`src/rtl/tcp_tx_ctrl_if.sv`:
```
// tcp_tx_ctrl_if: scheduler, TX state/pointer memories, packet-out and update handshakes of the TX controller
interface tcp_tx_ctrl_if #(
  parameter int FLOWID_W = 8,
  parameter int PTR_W = 16,
  parameter int WIN_W = 16
);
  logic sched_tx_req_val;
  logic tx_sched_req_rdy;
  logic [FLOWID_W-1:0] sched_tx_req_flowid;
  logic [FLOWID_W-1:0] tx_pipe_flowid;
  logic curr_tx_state_rd_req_val;
  logic curr_tx_state_rd_req_rdy;
  logic curr_tx_state_rd_resp_val;
  logic curr_tx_state_rd_resp_rdy;
  logic [PTR_W-1:0] curr_tx_state_rd_resp_snd_nxt;
  logic [WIN_W-1:0] curr_tx_state_rd_resp_wnd;
  logic tx_head_ptr_rd_req_val;
  logic tx_head_ptr_rd_req_rdy;
  logic tx_head_ptr_rd_resp_val;
  logic tx_head_ptr_rd_resp_rdy;
  logic [PTR_W-1:0] tx_head_ptr_rd_resp_data;
  logic tx_tail_ptr_rd_req_val;
  logic tx_tail_ptr_rd_req_rdy;
  logic tx_tail_ptr_rd_resp_val;
  logic tx_tail_ptr_rd_resp_rdy;
  logic [PTR_W-1:0] tx_tail_ptr_rd_resp_data;
  logic next_tx_state_wr_req_val;
  logic next_tx_state_wr_req_rdy;
  logic [PTR_W-1:0] next_tx_state_wr_snd_nxt;
  logic tx_hdr_val;
  logic tx_hdr_rdy;
  logic [PTR_W-1:0] tx_hdr_seq;
  logic [PTR_W-1:0] tx_hdr_len;
  logic tx_sched_update_val;
  logic tx_sched_update_rdy;
  logic tx_sched_update_more;
  modport master (
    input  sched_tx_req_val, sched_tx_req_flowid,
    output tx_sched_req_rdy, tx_pipe_flowid,
    output curr_tx_state_rd_req_val, curr_tx_state_rd_resp_rdy,
    input  curr_tx_state_rd_req_rdy, curr_tx_state_rd_resp_val,
    input  curr_tx_state_rd_resp_snd_nxt, curr_tx_state_rd_resp_wnd,
    output tx_head_ptr_rd_req_val, tx_head_ptr_rd_resp_rdy,
    input  tx_head_ptr_rd_req_rdy, tx_head_ptr_rd_resp_val, tx_head_ptr_rd_resp_data,
    output tx_tail_ptr_rd_req_val, tx_tail_ptr_rd_resp_rdy,
    input  tx_tail_ptr_rd_req_rdy, tx_tail_ptr_rd_resp_val, tx_tail_ptr_rd_resp_data,
    output next_tx_state_wr_req_val, next_tx_state_wr_snd_nxt,
    input  next_tx_state_wr_req_rdy,
    output tx_hdr_val, tx_hdr_seq, tx_hdr_len,
    input  tx_hdr_rdy,
    output tx_sched_update_val, tx_sched_update_more,
    input  tx_sched_update_rdy
  );
  modport slave (
    output sched_tx_req_val, sched_tx_req_flowid,
    input  tx_sched_req_rdy, tx_pipe_flowid,
    input  curr_tx_state_rd_req_val, curr_tx_state_rd_resp_rdy,
    output curr_tx_state_rd_req_rdy, curr_tx_state_rd_resp_val,
    output curr_tx_state_rd_resp_snd_nxt, curr_tx_state_rd_resp_wnd,
    input  tx_head_ptr_rd_req_val, tx_head_ptr_rd_resp_rdy,
    output tx_head_ptr_rd_req_rdy, tx_head_ptr_rd_resp_val, tx_head_ptr_rd_resp_data,
    input  tx_tail_ptr_rd_req_val, tx_tail_ptr_rd_resp_rdy,
    output tx_tail_ptr_rd_req_rdy, tx_tail_ptr_rd_resp_val, tx_tail_ptr_rd_resp_data,
    input  next_tx_state_wr_req_val, next_tx_state_wr_snd_nxt,
    output next_tx_state_wr_req_rdy,
    input  tx_hdr_val, tx_hdr_seq, tx_hdr_len,
    output tx_hdr_rdy,
    input  tx_sched_update_val, tx_sched_update_more,
    output tx_sched_update_rdy
  );
endinterface

```
`src/rtl/tcp_tx_ctrl.sv`:
```
// tcp_tx_ctrl: per-flow TX engine; reads state and pointers, sizes the next segment, writes back and reports
module tcp_tx_ctrl #(
  parameter int FLOWID_W = 8,
  parameter int PTR_W = 16,
  parameter int WIN_W = 16,
  parameter int MSS = 1460
) (
  input logic clk,
  input logic rst_n,
  tcp_tx_ctrl_if.master bus
);
  typedef enum logic [2:0] {IDLE, READ_STATE, WAIT_STATE_RESP, CALCULATE, WRITEBACK, PKT_OUT, SCHEDULE} state_t;
  state_t state, state_nxt;
  logic st_done, hd_done, tl_done, st_cap, hd_cap, tl_cap, more_q;
  logic st_fire, hd_fire, tl_fire, st_got, hd_got, tl_got, reads_done, resps_done;
  logic [FLOWID_W-1:0] flowid;
  logic [PTR_W-1:0] snd_q, head_q, tail_q, len_q;
  logic [WIN_W-1:0] wnd_q;
  logic [PTR_W-1:0] wnd_p, mss_p, avail, inflight, usable, min_au, len_c;
  assign bus.tx_sched_req_rdy = state == IDLE;
  assign bus.tx_pipe_flowid = flowid;
  assign bus.curr_tx_state_rd_req_val = state == READ_STATE && !st_done;
  assign bus.tx_head_ptr_rd_req_val = state == READ_STATE && !hd_done;
  assign bus.tx_tail_ptr_rd_req_val = state == READ_STATE && !tl_done;
  assign bus.curr_tx_state_rd_resp_rdy = state == WAIT_STATE_RESP && !st_cap;
  assign bus.tx_head_ptr_rd_resp_rdy = state == WAIT_STATE_RESP && !hd_cap;
  assign bus.tx_tail_ptr_rd_resp_rdy = state == WAIT_STATE_RESP && !tl_cap;
  assign bus.next_tx_state_wr_req_val = state == WRITEBACK;
  assign bus.next_tx_state_wr_snd_nxt = snd_q + len_q;
  assign bus.tx_hdr_val = state == PKT_OUT;
  assign bus.tx_hdr_seq = snd_q;
  assign bus.tx_hdr_len = len_q;
  assign bus.tx_sched_update_val = state == SCHEDULE;
  assign bus.tx_sched_update_more = more_q;
  assign st_fire = bus.curr_tx_state_rd_req_val & bus.curr_tx_state_rd_req_rdy;
  assign hd_fire = bus.tx_head_ptr_rd_req_val & bus.tx_head_ptr_rd_req_rdy;
  assign tl_fire = bus.tx_tail_ptr_rd_req_val & bus.tx_tail_ptr_rd_req_rdy;
  assign st_got = bus.curr_tx_state_rd_resp_val & bus.curr_tx_state_rd_resp_rdy;
  assign hd_got = bus.tx_head_ptr_rd_resp_val & bus.tx_head_ptr_rd_resp_rdy;
  assign tl_got = bus.tx_tail_ptr_rd_resp_val & bus.tx_tail_ptr_rd_resp_rdy;
  assign reads_done = (st_done | st_fire) & (hd_done | hd_fire) & (tl_done | tl_fire);
  assign resps_done = (st_cap | st_got) & (hd_cap | hd_got) & (tl_cap | tl_got);
  // modular pointer distances; a window at or below inflight leaves nothing usable
  always_comb begin
    wnd_p = PTR_W'(wnd_q);
    mss_p = PTR_W'(MSS);
    avail = tail_q - snd_q;
    inflight = snd_q - head_q;
    usable = inflight >= wnd_p ? '0 : wnd_p - inflight;
    min_au = avail < usable ? avail : usable;
    len_c = min_au < mss_p ? min_au : mss_p;
  end
  always_comb begin
    state_nxt = state;
    unique case (state)
      IDLE:            state_nxt = bus.sched_tx_req_val ? READ_STATE : IDLE;
      READ_STATE:      state_nxt = reads_done ? WAIT_STATE_RESP : READ_STATE;
      WAIT_STATE_RESP: state_nxt = resps_done ? CALCULATE : WAIT_STATE_RESP;
      CALCULATE:       state_nxt = len_c == '0 ? SCHEDULE : WRITEBACK;
      WRITEBACK:       state_nxt = bus.next_tx_state_wr_req_rdy ? PKT_OUT : WRITEBACK;
      PKT_OUT:         state_nxt = bus.tx_hdr_rdy ? SCHEDULE : PKT_OUT;
      SCHEDULE:        state_nxt = bus.tx_sched_update_rdy ? IDLE : SCHEDULE;
      default:         state_nxt = IDLE;
    endcase
  end
  always_ff @(posedge clk or negedge rst_n) begin
    if (!rst_n) begin
      state <= IDLE;
      {st_done, hd_done, tl_done, st_cap, hd_cap, tl_cap, more_q} <= '0;
      flowid <= '0;
      snd_q <= '0;
      wnd_q <= '0;
      head_q <= '0;
      tail_q <= '0;
      len_q <= '0;
    end else begin
      state <= state_nxt;
      if (state == IDLE && bus.sched_tx_req_val) begin
        flowid <= bus.sched_tx_req_flowid;
        {st_done, hd_done, tl_done, st_cap, hd_cap, tl_cap} <= '0;
      end
      if (st_fire) st_done <= 1'b1;
      if (hd_fire) hd_done <= 1'b1;
      if (tl_fire) tl_done <= 1'b1;
      if (st_got) begin
        st_cap <= 1'b1;
        snd_q <= bus.curr_tx_state_rd_resp_snd_nxt;
        wnd_q <= bus.curr_tx_state_rd_resp_wnd;
      end
      if (hd_got) begin
        hd_cap <= 1'b1;
        head_q <= bus.tx_head_ptr_rd_resp_data;
      end
      if (tl_got) begin
        tl_cap <= 1'b1;
        tail_q <= bus.tx_tail_ptr_rd_resp_data;
      end
      if (state == CALCULATE) begin
        len_q <= len_c;
        more_q <= (avail > len_c) & (usable > len_c);
      end
    end
  end
endmodule

```
`src/flat_wrapper.sv`:
```
// flat-port wrapper written by rule: the top's interface ports become plain ports
module tcp_tx_ctrl_flat 
#(
  parameter int FLOWID_W = 8,
  parameter int PTR_W = 16,
  parameter int WIN_W = 16,
  parameter int MSS = 1460
)
  (clk, rst_n, bus_sched_tx_req_val, bus_sched_tx_req_flowid, bus_tx_sched_req_rdy, bus_tx_pipe_flowid, bus_curr_tx_state_rd_req_val, bus_curr_tx_state_rd_resp_rdy, bus_curr_tx_state_rd_req_rdy, bus_curr_tx_state_rd_resp_val, bus_curr_tx_state_rd_resp_snd_nxt, bus_curr_tx_state_rd_resp_wnd, bus_tx_head_ptr_rd_req_val, bus_tx_head_ptr_rd_resp_rdy, bus_tx_head_ptr_rd_req_rdy, bus_tx_head_ptr_rd_resp_val, bus_tx_head_ptr_rd_resp_data, bus_tx_tail_ptr_rd_req_val, bus_tx_tail_ptr_rd_resp_rdy, bus_tx_tail_ptr_rd_req_rdy, bus_tx_tail_ptr_rd_resp_val, bus_tx_tail_ptr_rd_resp_data, bus_next_tx_state_wr_req_val, bus_next_tx_state_wr_snd_nxt, bus_next_tx_state_wr_req_rdy, bus_tx_hdr_val, bus_tx_hdr_seq, bus_tx_hdr_len, bus_tx_hdr_rdy, bus_tx_sched_update_val, bus_tx_sched_update_more, bus_tx_sched_update_rdy);
  tcp_tx_ctrl_if #(.FLOWID_W(FLOWID_W), .PTR_W(PTR_W), .WIN_W(WIN_W)) bus_i ();
  input logic clk;
  input logic rst_n;
  input wire logic [$bits(bus_i.sched_tx_req_val)-1:0] bus_sched_tx_req_val;
  input wire logic [$bits(bus_i.sched_tx_req_flowid)-1:0] bus_sched_tx_req_flowid;
  output wire logic [$bits(bus_i.tx_sched_req_rdy)-1:0] bus_tx_sched_req_rdy;
  output wire logic [$bits(bus_i.tx_pipe_flowid)-1:0] bus_tx_pipe_flowid;
  output wire logic [$bits(bus_i.curr_tx_state_rd_req_val)-1:0] bus_curr_tx_state_rd_req_val;
  output wire logic [$bits(bus_i.curr_tx_state_rd_resp_rdy)-1:0] bus_curr_tx_state_rd_resp_rdy;
  input wire logic [$bits(bus_i.curr_tx_state_rd_req_rdy)-1:0] bus_curr_tx_state_rd_req_rdy;
  input wire logic [$bits(bus_i.curr_tx_state_rd_resp_val)-1:0] bus_curr_tx_state_rd_resp_val;
  input wire logic [$bits(bus_i.curr_tx_state_rd_resp_snd_nxt)-1:0] bus_curr_tx_state_rd_resp_snd_nxt;
  input wire logic [$bits(bus_i.curr_tx_state_rd_resp_wnd)-1:0] bus_curr_tx_state_rd_resp_wnd;
  output wire logic [$bits(bus_i.tx_head_ptr_rd_req_val)-1:0] bus_tx_head_ptr_rd_req_val;
  output wire logic [$bits(bus_i.tx_head_ptr_rd_resp_rdy)-1:0] bus_tx_head_ptr_rd_resp_rdy;
  input wire logic [$bits(bus_i.tx_head_ptr_rd_req_rdy)-1:0] bus_tx_head_ptr_rd_req_rdy;
  input wire logic [$bits(bus_i.tx_head_ptr_rd_resp_val)-1:0] bus_tx_head_ptr_rd_resp_val;
  input wire logic [$bits(bus_i.tx_head_ptr_rd_resp_data)-1:0] bus_tx_head_ptr_rd_resp_data;
  output wire logic [$bits(bus_i.tx_tail_ptr_rd_req_val)-1:0] bus_tx_tail_ptr_rd_req_val;
  output wire logic [$bits(bus_i.tx_tail_ptr_rd_resp_rdy)-1:0] bus_tx_tail_ptr_rd_resp_rdy;
  input wire logic [$bits(bus_i.tx_tail_ptr_rd_req_rdy)-1:0] bus_tx_tail_ptr_rd_req_rdy;
  input wire logic [$bits(bus_i.tx_tail_ptr_rd_resp_val)-1:0] bus_tx_tail_ptr_rd_resp_val;
  input wire logic [$bits(bus_i.tx_tail_ptr_rd_resp_data)-1:0] bus_tx_tail_ptr_rd_resp_data;
  output wire logic [$bits(bus_i.next_tx_state_wr_req_val)-1:0] bus_next_tx_state_wr_req_val;
  output wire logic [$bits(bus_i.next_tx_state_wr_snd_nxt)-1:0] bus_next_tx_state_wr_snd_nxt;
  input wire logic [$bits(bus_i.next_tx_state_wr_req_rdy)-1:0] bus_next_tx_state_wr_req_rdy;
  output wire logic [$bits(bus_i.tx_hdr_val)-1:0] bus_tx_hdr_val;
  output wire logic [$bits(bus_i.tx_hdr_seq)-1:0] bus_tx_hdr_seq;
  output wire logic [$bits(bus_i.tx_hdr_len)-1:0] bus_tx_hdr_len;
  input wire logic [$bits(bus_i.tx_hdr_rdy)-1:0] bus_tx_hdr_rdy;
  output wire logic [$bits(bus_i.tx_sched_update_val)-1:0] bus_tx_sched_update_val;
  output wire logic [$bits(bus_i.tx_sched_update_more)-1:0] bus_tx_sched_update_more;
  input wire logic [$bits(bus_i.tx_sched_update_rdy)-1:0] bus_tx_sched_update_rdy;
  assign bus_i.sched_tx_req_val = bus_sched_tx_req_val;
  assign bus_i.sched_tx_req_flowid = bus_sched_tx_req_flowid;
  assign bus_tx_sched_req_rdy = bus_i.tx_sched_req_rdy;
  assign bus_tx_pipe_flowid = bus_i.tx_pipe_flowid;
  assign bus_curr_tx_state_rd_req_val = bus_i.curr_tx_state_rd_req_val;
  assign bus_curr_tx_state_rd_resp_rdy = bus_i.curr_tx_state_rd_resp_rdy;
  assign bus_i.curr_tx_state_rd_req_rdy = bus_curr_tx_state_rd_req_rdy;
  assign bus_i.curr_tx_state_rd_resp_val = bus_curr_tx_state_rd_resp_val;
  assign bus_i.curr_tx_state_rd_resp_snd_nxt = bus_curr_tx_state_rd_resp_snd_nxt;
  assign bus_i.curr_tx_state_rd_resp_wnd = bus_curr_tx_state_rd_resp_wnd;
  assign bus_tx_head_ptr_rd_req_val = bus_i.tx_head_ptr_rd_req_val;
  assign bus_tx_head_ptr_rd_resp_rdy = bus_i.tx_head_ptr_rd_resp_rdy;
  assign bus_i.tx_head_ptr_rd_req_rdy = bus_tx_head_ptr_rd_req_rdy;
  assign bus_i.tx_head_ptr_rd_resp_val = bus_tx_head_ptr_rd_resp_val;
  assign bus_i.tx_head_ptr_rd_resp_data = bus_tx_head_ptr_rd_resp_data;
  assign bus_tx_tail_ptr_rd_req_val = bus_i.tx_tail_ptr_rd_req_val;
  assign bus_tx_tail_ptr_rd_resp_rdy = bus_i.tx_tail_ptr_rd_resp_rdy;
  assign bus_i.tx_tail_ptr_rd_req_rdy = bus_tx_tail_ptr_rd_req_rdy;
  assign bus_i.tx_tail_ptr_rd_resp_val = bus_tx_tail_ptr_rd_resp_val;
  assign bus_i.tx_tail_ptr_rd_resp_data = bus_tx_tail_ptr_rd_resp_data;
  assign bus_next_tx_state_wr_req_val = bus_i.next_tx_state_wr_req_val;
  assign bus_next_tx_state_wr_snd_nxt = bus_i.next_tx_state_wr_snd_nxt;
  assign bus_i.next_tx_state_wr_req_rdy = bus_next_tx_state_wr_req_rdy;
  assign bus_tx_hdr_val = bus_i.tx_hdr_val;
  assign bus_tx_hdr_seq = bus_i.tx_hdr_seq;
  assign bus_tx_hdr_len = bus_i.tx_hdr_len;
  assign bus_i.tx_hdr_rdy = bus_tx_hdr_rdy;
  assign bus_tx_sched_update_val = bus_i.tx_sched_update_val;
  assign bus_tx_sched_update_more = bus_i.tx_sched_update_more;
  assign bus_i.tx_sched_update_rdy = bus_tx_sched_update_rdy;
  tcp_tx_ctrl #(.FLOWID_W(FLOWID_W), .PTR_W(PTR_W), .WIN_W(WIN_W), .MSS(MSS)) u_core (.clk(clk), .rst_n(rst_n), .bus(bus_i));
endmodule
```
`config.mk`:
```
export PLATFORM = sky130hd
export DESIGN_NAME = tcp_tx_ctrl_flat
export DESIGN_NICKNAME = d
export VERILOG_FILES = /design/src/rtl/tcp_tx_ctrl_if.sv /design/src/rtl/tcp_tx_ctrl.sv /design/src/flat_wrapper.sv
export SDC_FILE = /design/constraint.sdc
export NUM_CORES = 1
export LEC_CHECK = 0
export CORE_MARGIN = 5
export CORE_UTILIZATION = 35
export DETAILED_ROUTE_END_ITERATION = 12
export GPL_ROUTABILITY_DRIVEN = 0
export REMOVE_ABC_BUFFERS = 1
export SYNTH_ARGS = -nofsm -noshare
export SYNTH_HDL_FRONTEND = slang
export SYNTH_SLANG_ARGS = --single-unit
export TNS_END_PERCENT = 20
```
`constraint.sdc`:
```
create_clock -name clk -period 8.8 [get_ports clk]
set_clock_uncertainty 0.1 [all_clocks]
set_input_delay 2.64 -clock clk [delete_from_list [all_inputs] [get_ports clk]]
set_output_delay 2.64 -clock clk [all_outputs]
set_load 0.05 [all_outputs]
```
# [Word level (Yosys, flattened, before mapping)]
# Cells that the tools add are included.
[op_classes] order_cmp=5 n_mux=18 shift=0 bitwise=17 addsub=4 eq_ne=6 n_reduce_logical=21 multipliers=0 div=0
[op_table] cell="$mux W16" count=3
[op_table] cell="$sub A16 B16 Y16" count=3
[op_table] cell="$gt A16 B16 Y1" count=2
[op_table] cell="$pmux W3 S7" count=1
[op_table] cell="$add A16 B16 Y16" count=1
[op_table] cell="$ge A16 B16 Y1" count=1
[op_table] cell="$logic_not A16 Y1" count=1
[op_table] cell="$lt A16 B11 Y1 const B" count=1
[op_table] cell="$lt A16 B16 Y1" count=1
[op_table] cell="$reduce_bool A2 Y1" count=6
[op_table] cell="$and A1 B1 Y1" count=11
[op_table] cell="$mux W1" count=10
[op_table] cell="$eq A3 B3 Y1 const B" count=3
[op_table] cell="$logic_and A1 B1 Y1" count=7
[op_table] cell="$eq A3 B2 Y1 const B" count=2
[op_table] cell="$logic_not A1 Y1" count=6
[op_table] cell="$mux W2" count=3
[op_table] cell="$or A1 B1 Y1" count=6
[op_table] cell="$eq A3 B1 Y1 const B" count=1
[op_table] cell="$logic_not A3 Y1" count=1
[op_table] cell="$mux W3" count=1
[word_totals] wordCells=85 latchBits=0 register_bits=98 romBits=0 memories=0 ram_bits=0

# [Depth between registers and ports, before layout]
[logic_depth] word_depth=10 depth_mapped=47 mapped_depth_nobuf=45

# [Worst setup path before layout]
# Ideal clock, no wire load.
[synth_timing] path_type="reg2reg" from="reg u_core.snd_q[1], in the netlist u_core.bus.tx_hdr_seq[1]" to="reg u_core.more_q, in the netlist u_core.bus.tx_sched_update_more" path_slack_ns=0.262 arrival_time_ns=8.313 synth_period_minus_slack_ns=8.538 n_path_buf=2 stages_incl_launch_ff=45 setup_time_ns=0.125 cell_sequence="dfrtp_1 > inv_1 > fa_1 > nor2b_1 > o21ai_0 > a21boi_0 > o21ai_0 > a21oi_1 > o21ai_0 > a21boi_0 > o21ai_0 > a21oi_1 > nor3_1 > or2_2 > ha_1 > and3_1 > o2bb2ai_2 > a21o_1 > (+9 left out) > or2_1 > o21a_1 > a21oi_2 > buf_2 > nand2_1 > ha_1 > a21o_1 > a21oi_1 > nor2b_1 > o21ai_0 > nand2b_1 > a21oi_1 > nor2b_1 > o21ai_0 > o311ai_0 > a41oi_1 > a21boi_1 > nor4_2"
[synth_between] elab_chain_len=9 word_cells_on_any_way=12 classes_between="3 x add/sub; 5 x order compare; 3 x mux; 1 x bitwise"
[synth_rtl] element="start, declared" line_no="tcp_tx_ctrl.sv:17" rtl="logic [PTR_W-1:0] snd_q, head_q, tail_q, len_q;"
[synth_rtl] element="start signal, assigned" line_no="tcp_tx_ctrl.sv:87" rtl="snd_q <= bus.curr_tx_state_rd_resp_snd_nxt;"
[synth_rtl] element="$sub A16 B16 Y16" line_no="tcp_tx_ctrl.sv:48" rtl="inflight = snd_q - head_q;"
[synth_rtl] element="$sub A16 B16 Y16 / $ge A16 B16 Y1 (equally long branches)" line_no="tcp_tx_ctrl.sv:49" rtl="usable = inflight >= wnd_p ? '0 : wnd_p - inflight;"
[synth_rtl] element="$mux W16" line_no="tcp_tx_ctrl.sv:49"
[synth_rtl] element="$lt A16 B16 Y1" line_no="tcp_tx_ctrl.sv:50" rtl="min_au = avail < usable ? avail : usable;"
[synth_rtl] element="$mux W16" line_no="tcp_tx_ctrl.sv:50"
[synth_rtl] element="$lt A16 B11 Y1" line_no="tcp_tx_ctrl.sv:51" rtl="len_c = min_au < mss_p ? min_au : mss_p;"
[synth_rtl] element="$mux W16" line_no="tcp_tx_ctrl.sv:51"
[synth_rtl] element="$gt A16 B16 Y1" line_no="tcp_tx_ctrl.sv:100" rtl="more_q <= (avail > len_c) & (usable > len_c);"
[synth_rtl] element="$and A1 B1 Y1 (*)" line_no="tcp_tx_ctrl.sv:100"
[synth_rtl] element="end signal, assigned" line_no="tcp_tx_ctrl.sv:100"
[synth_rtl] element="end, declared" line_no="tcp_tx_ctrl.sv:14" rtl="logic st_done, hd_done, tl_done, st_cap, hd_cap, tl_cap, more_q;"
# Every way passes the cells marked *; elsewhere a longest branch is shown, timed or not.
# A chain may end at the register's enable or synchronous reset.

# [Final worst setup path]
# Same ends and word-level chain as after synthesis.

==> run_results.csv <==
group,metric,value,unit
placed_design,dp_hpwl,20000,um
global_routing,grt_util_met2,29.8,%
yosys,synth_most_common_cell,"ha_1",
floorplan,rows,57,
floorplan,dieHeight,166,um
timing,max_freq,122,MHz
global_routing,track_usage,17.8,%
timing,fin_crit_sh,93.0,%
floorplan,io_pins,151,
worst_setup_path,start_kind,"flip-flop",
timing,finalHoldViolCount,0,
worst_setup_path,crit_fanout,10,
timing,min_period,8.18,ns
yosys,yosys_warnings,0,
detailed_routing,ant_nets,0,
global_routing,met3_usage,3.43,%
timing,rsz0062_at_grt,"false",
global_routing,busiest_layer,"met2",
detailed_routing,via_count,7514,
yosys,synth-seq-cells,98,
cts,clock_sinks,98,
yosys,yosysSeqAreaShare,28.9,%
yosys,syn_area,8500,um2
detailed_routing,first_pass_iters,7,
cts,clk_latency,0.36,ns
timing,setup_violations,0,
timing,worstMarginPinSlew,0.957,ns
global_routing,met1_usage,23.2,%
yosys,yosysTopAreaCellShare,28.9,%
outcome,status,"completed",
worst_setup_path,crit_top_cell,"a21oi_1",
floorplan,coreArea,24100,um2
run,cap_viol_max_count,0,
cts,cts.path.max_buffers,2,
cts,post_cts_buffers,0,
detailed_routing,avgRoutedWirePerCell,17.1,um
worst_setup_path,path_class,"flip-flop to flip-flop",
global_routing,grt_pass1_vias,7757,
worst_setup_path,cp_num_buf_inv,2,
timing,slew_headroom,36.0,%
floorplan,die-area,27500,um2
yosys,synthTopCellsByCount,"ha_1, dfrtp_1, inv_1",
placed_design,io_buffers,150,
yosys,synth-edff-count,0,
worst_setup_path,crit_family,"compound AO/OA/AOI/OAI gates",
cts,cts_tree,"done",
detailed_routing,remaining_drc_errors,0,
worst_setup_path,crit_required,8.94,ns
worst_setup_path,cp-end-kind,"flip-flop",
yosys,synth_area_leader_cell,"dfrtp_1",
cts,htree_levels,3,
floorplan,initial_utilization,35.3,%
detailed_routing,drtIter0Drc,420,
global_routing,grt_max_degree,53,
timing,slew_viol_final,0,
yosys,syn-instance-count,935,
cts,cts_root_buffer,"clkbuf_16",
detailed_routing,drt-total-wl,24700,um
yosys,synth_top_flop_cell,"dfrtp_1",
worst_setup_path,cp.arrival,8.32,ns
global_routing,antenna_found_initial,0,
layout,diodes,0,
worst_setup_path,max_stage_delay,0.52,ns
cts,numCtsBuffers,9,
global_routing,grt_pass1_wl,40200,um
yosys,async_flop_share,100,%
floorplan,die_w,166,um
placed_design,dpl-instance-area,10500,um2
min_path,hp-class,"flip-flop to flip-flop",
layout,areaGrowthSynthToFinish,28.2,%
yosys,synth.area.top_cells,"dfrtp_1, ha_1, mux2_2, inv_1, o21ai_0",
layout,drive_gt1_share,13.6,%
layout,num-nets-final,1302,
yosys,synth_cell_types,89,
cts,clk_pin_slew,0.08,ns
worst_setup_path,cp_slowest_cell,"o41a_1",
global_routing,grt_overflow_total,0,
layout,fin_area,10900,um2
layout,fillers,2392,
yosys,avgSynthCellArea,9.09,um2
timing,finalSetupTns,0,ns
detailed_routing,via_per_inst,5.21,
==> registers in the layout (all words and copies together) (netlist names) <==
name                             flops
u_core.bus.tx_hdr_len               16
u_core.bus.tx_hdr_seq               16
u_core.head_q                       16
u_core.tail_q                       16
u_core.wnd_p                        16
u_core.bus.tx_pipe_flowid            8
u_core.state                         3
u_core.bus.tx_sched_update_more      1
u_core.hd_cap                        1
u_core.hd_done                       1
u_core.st_cap                        1
u_core.st_done                       1
u_core.tl_cap                        1
u_core.tl_done                       1
==> through the flow <==
step	hold WS, ns	instances	setup slack (ns)	util, %
after CTS	0.412	1441	0.110	45.0
after floorplan	0.379	925	0.0103	-
after global routing	0.425	1441	0.0513	45.2
final	0.409	1441	0.618	45.2
after global placement	0.389	1425	0.336	43.7
after detailed placement	0.394	1425	0.138	43.7
==> worst paths after layout <==
kind | start | end | slack (ns) | cells after the start
max in group asynchronous | rst_n | u_core.tail_q[0] | 5.29 | 2
max reg2reg | u_core.bus.tx_hdr_seq[1] | u_core.bus.tx_sched_update_more | 0.62 | 43
min in group asynchronous | rst_n | u_core.bus.tx_pipe_flowid[1] | 2.21 | 1
max | u_core.bus.tx_hdr_seq[1] | u_core.bus.tx_sched_update_more | 0.62 | 43
min reg2reg | u_core.head_q[11] | u_core.head_q[11] | 0.41 | 1
min | u_core.head_q[11] | u_core.head_q[11] | 0.41 | 1
==> cells in the final DEF (no fill, tap or decap), types with 10 or more instances in the layout <==
cell type	Yosys	layout
clkdlybuf4s50_1	0	149
ha_1	102	101
dfrtp_1	98	98
inv_1	89	88
mux2_2	75	75
nand2_1	69	69
a21oi_1	56	54
nor2_1	53	53
o21ai_0	58	51
xnor2_1	30	30
buf_4	0	27
a21o_1	24	24
nand2b_1	17	17
nor3_1	17	17
nand3_1	16	16
nand4_1	15	15
nor2b_1	15	15
o21ai_1	8	14
xor2_1	12	12
and2_1	12	12
or3_1	10	10
conb_1	1	10
==> final cells by class <==
type | count | area (um2) | share of cell area (%)
well taps | 324 | 405 | 3.72
inverters | 89 | 334 | 3.07
flip-flops and latches | 98 | 2450 | 22.5
multi-input cells | 738 | 5710 | 52.4
clock buffers | 9 | 225 | 2.07
repair buffers | 176 | 1690 | 15.6
clock inverters | 7 | 72.6 | 0.666
==> kinds of logic after synthesis <==
logic type	share of synthesized area [%]
adders and majority gates	16.3
AOI/OAI and AO/OA	18.9
xor gates and xnor gates	4.33
other	0.0441
buffers and inverters	5.02
muxes	10.4
and+or+nand+nor	16.1
DFF	28.9
==> routing by layer <==
| layer | up-vias | share of wire, % | wire length (um) |
|---|---|---|---|
| met5 | - | 0 | 0 |
| met4 | 0 | 2.1 | 527 |
| met3 | 27 | 4.5 | 1120 |
| met2 | 174 | 48 | 11800 |
| met1 | 3593 | 45 | 11200 |
| li1 | 3720 | - | - |
==> worst reg2reg max path, delay by kind of cell, from the launching register on <==
family	cells	cell delay [ns]
AND/OR/NAND/NOR	10	1.20
flip-flops	1	0.44
buffers and inverters	2	0.24
AO/OA/AOI/OAI	26	4.81
adder cells (fa/ha/maj)	4	1.24
XOR/XNOR	1	0.09
==> repair_timing <==
action                     CTS  global route
gates resized for setup      0            21
setup endpoints to repair    0             1
hold buffers                 0             0
Power is left out: the tool's default activity adds up to more than one toggle a clock period on the data nets, which glitch-free logic cannot reach.
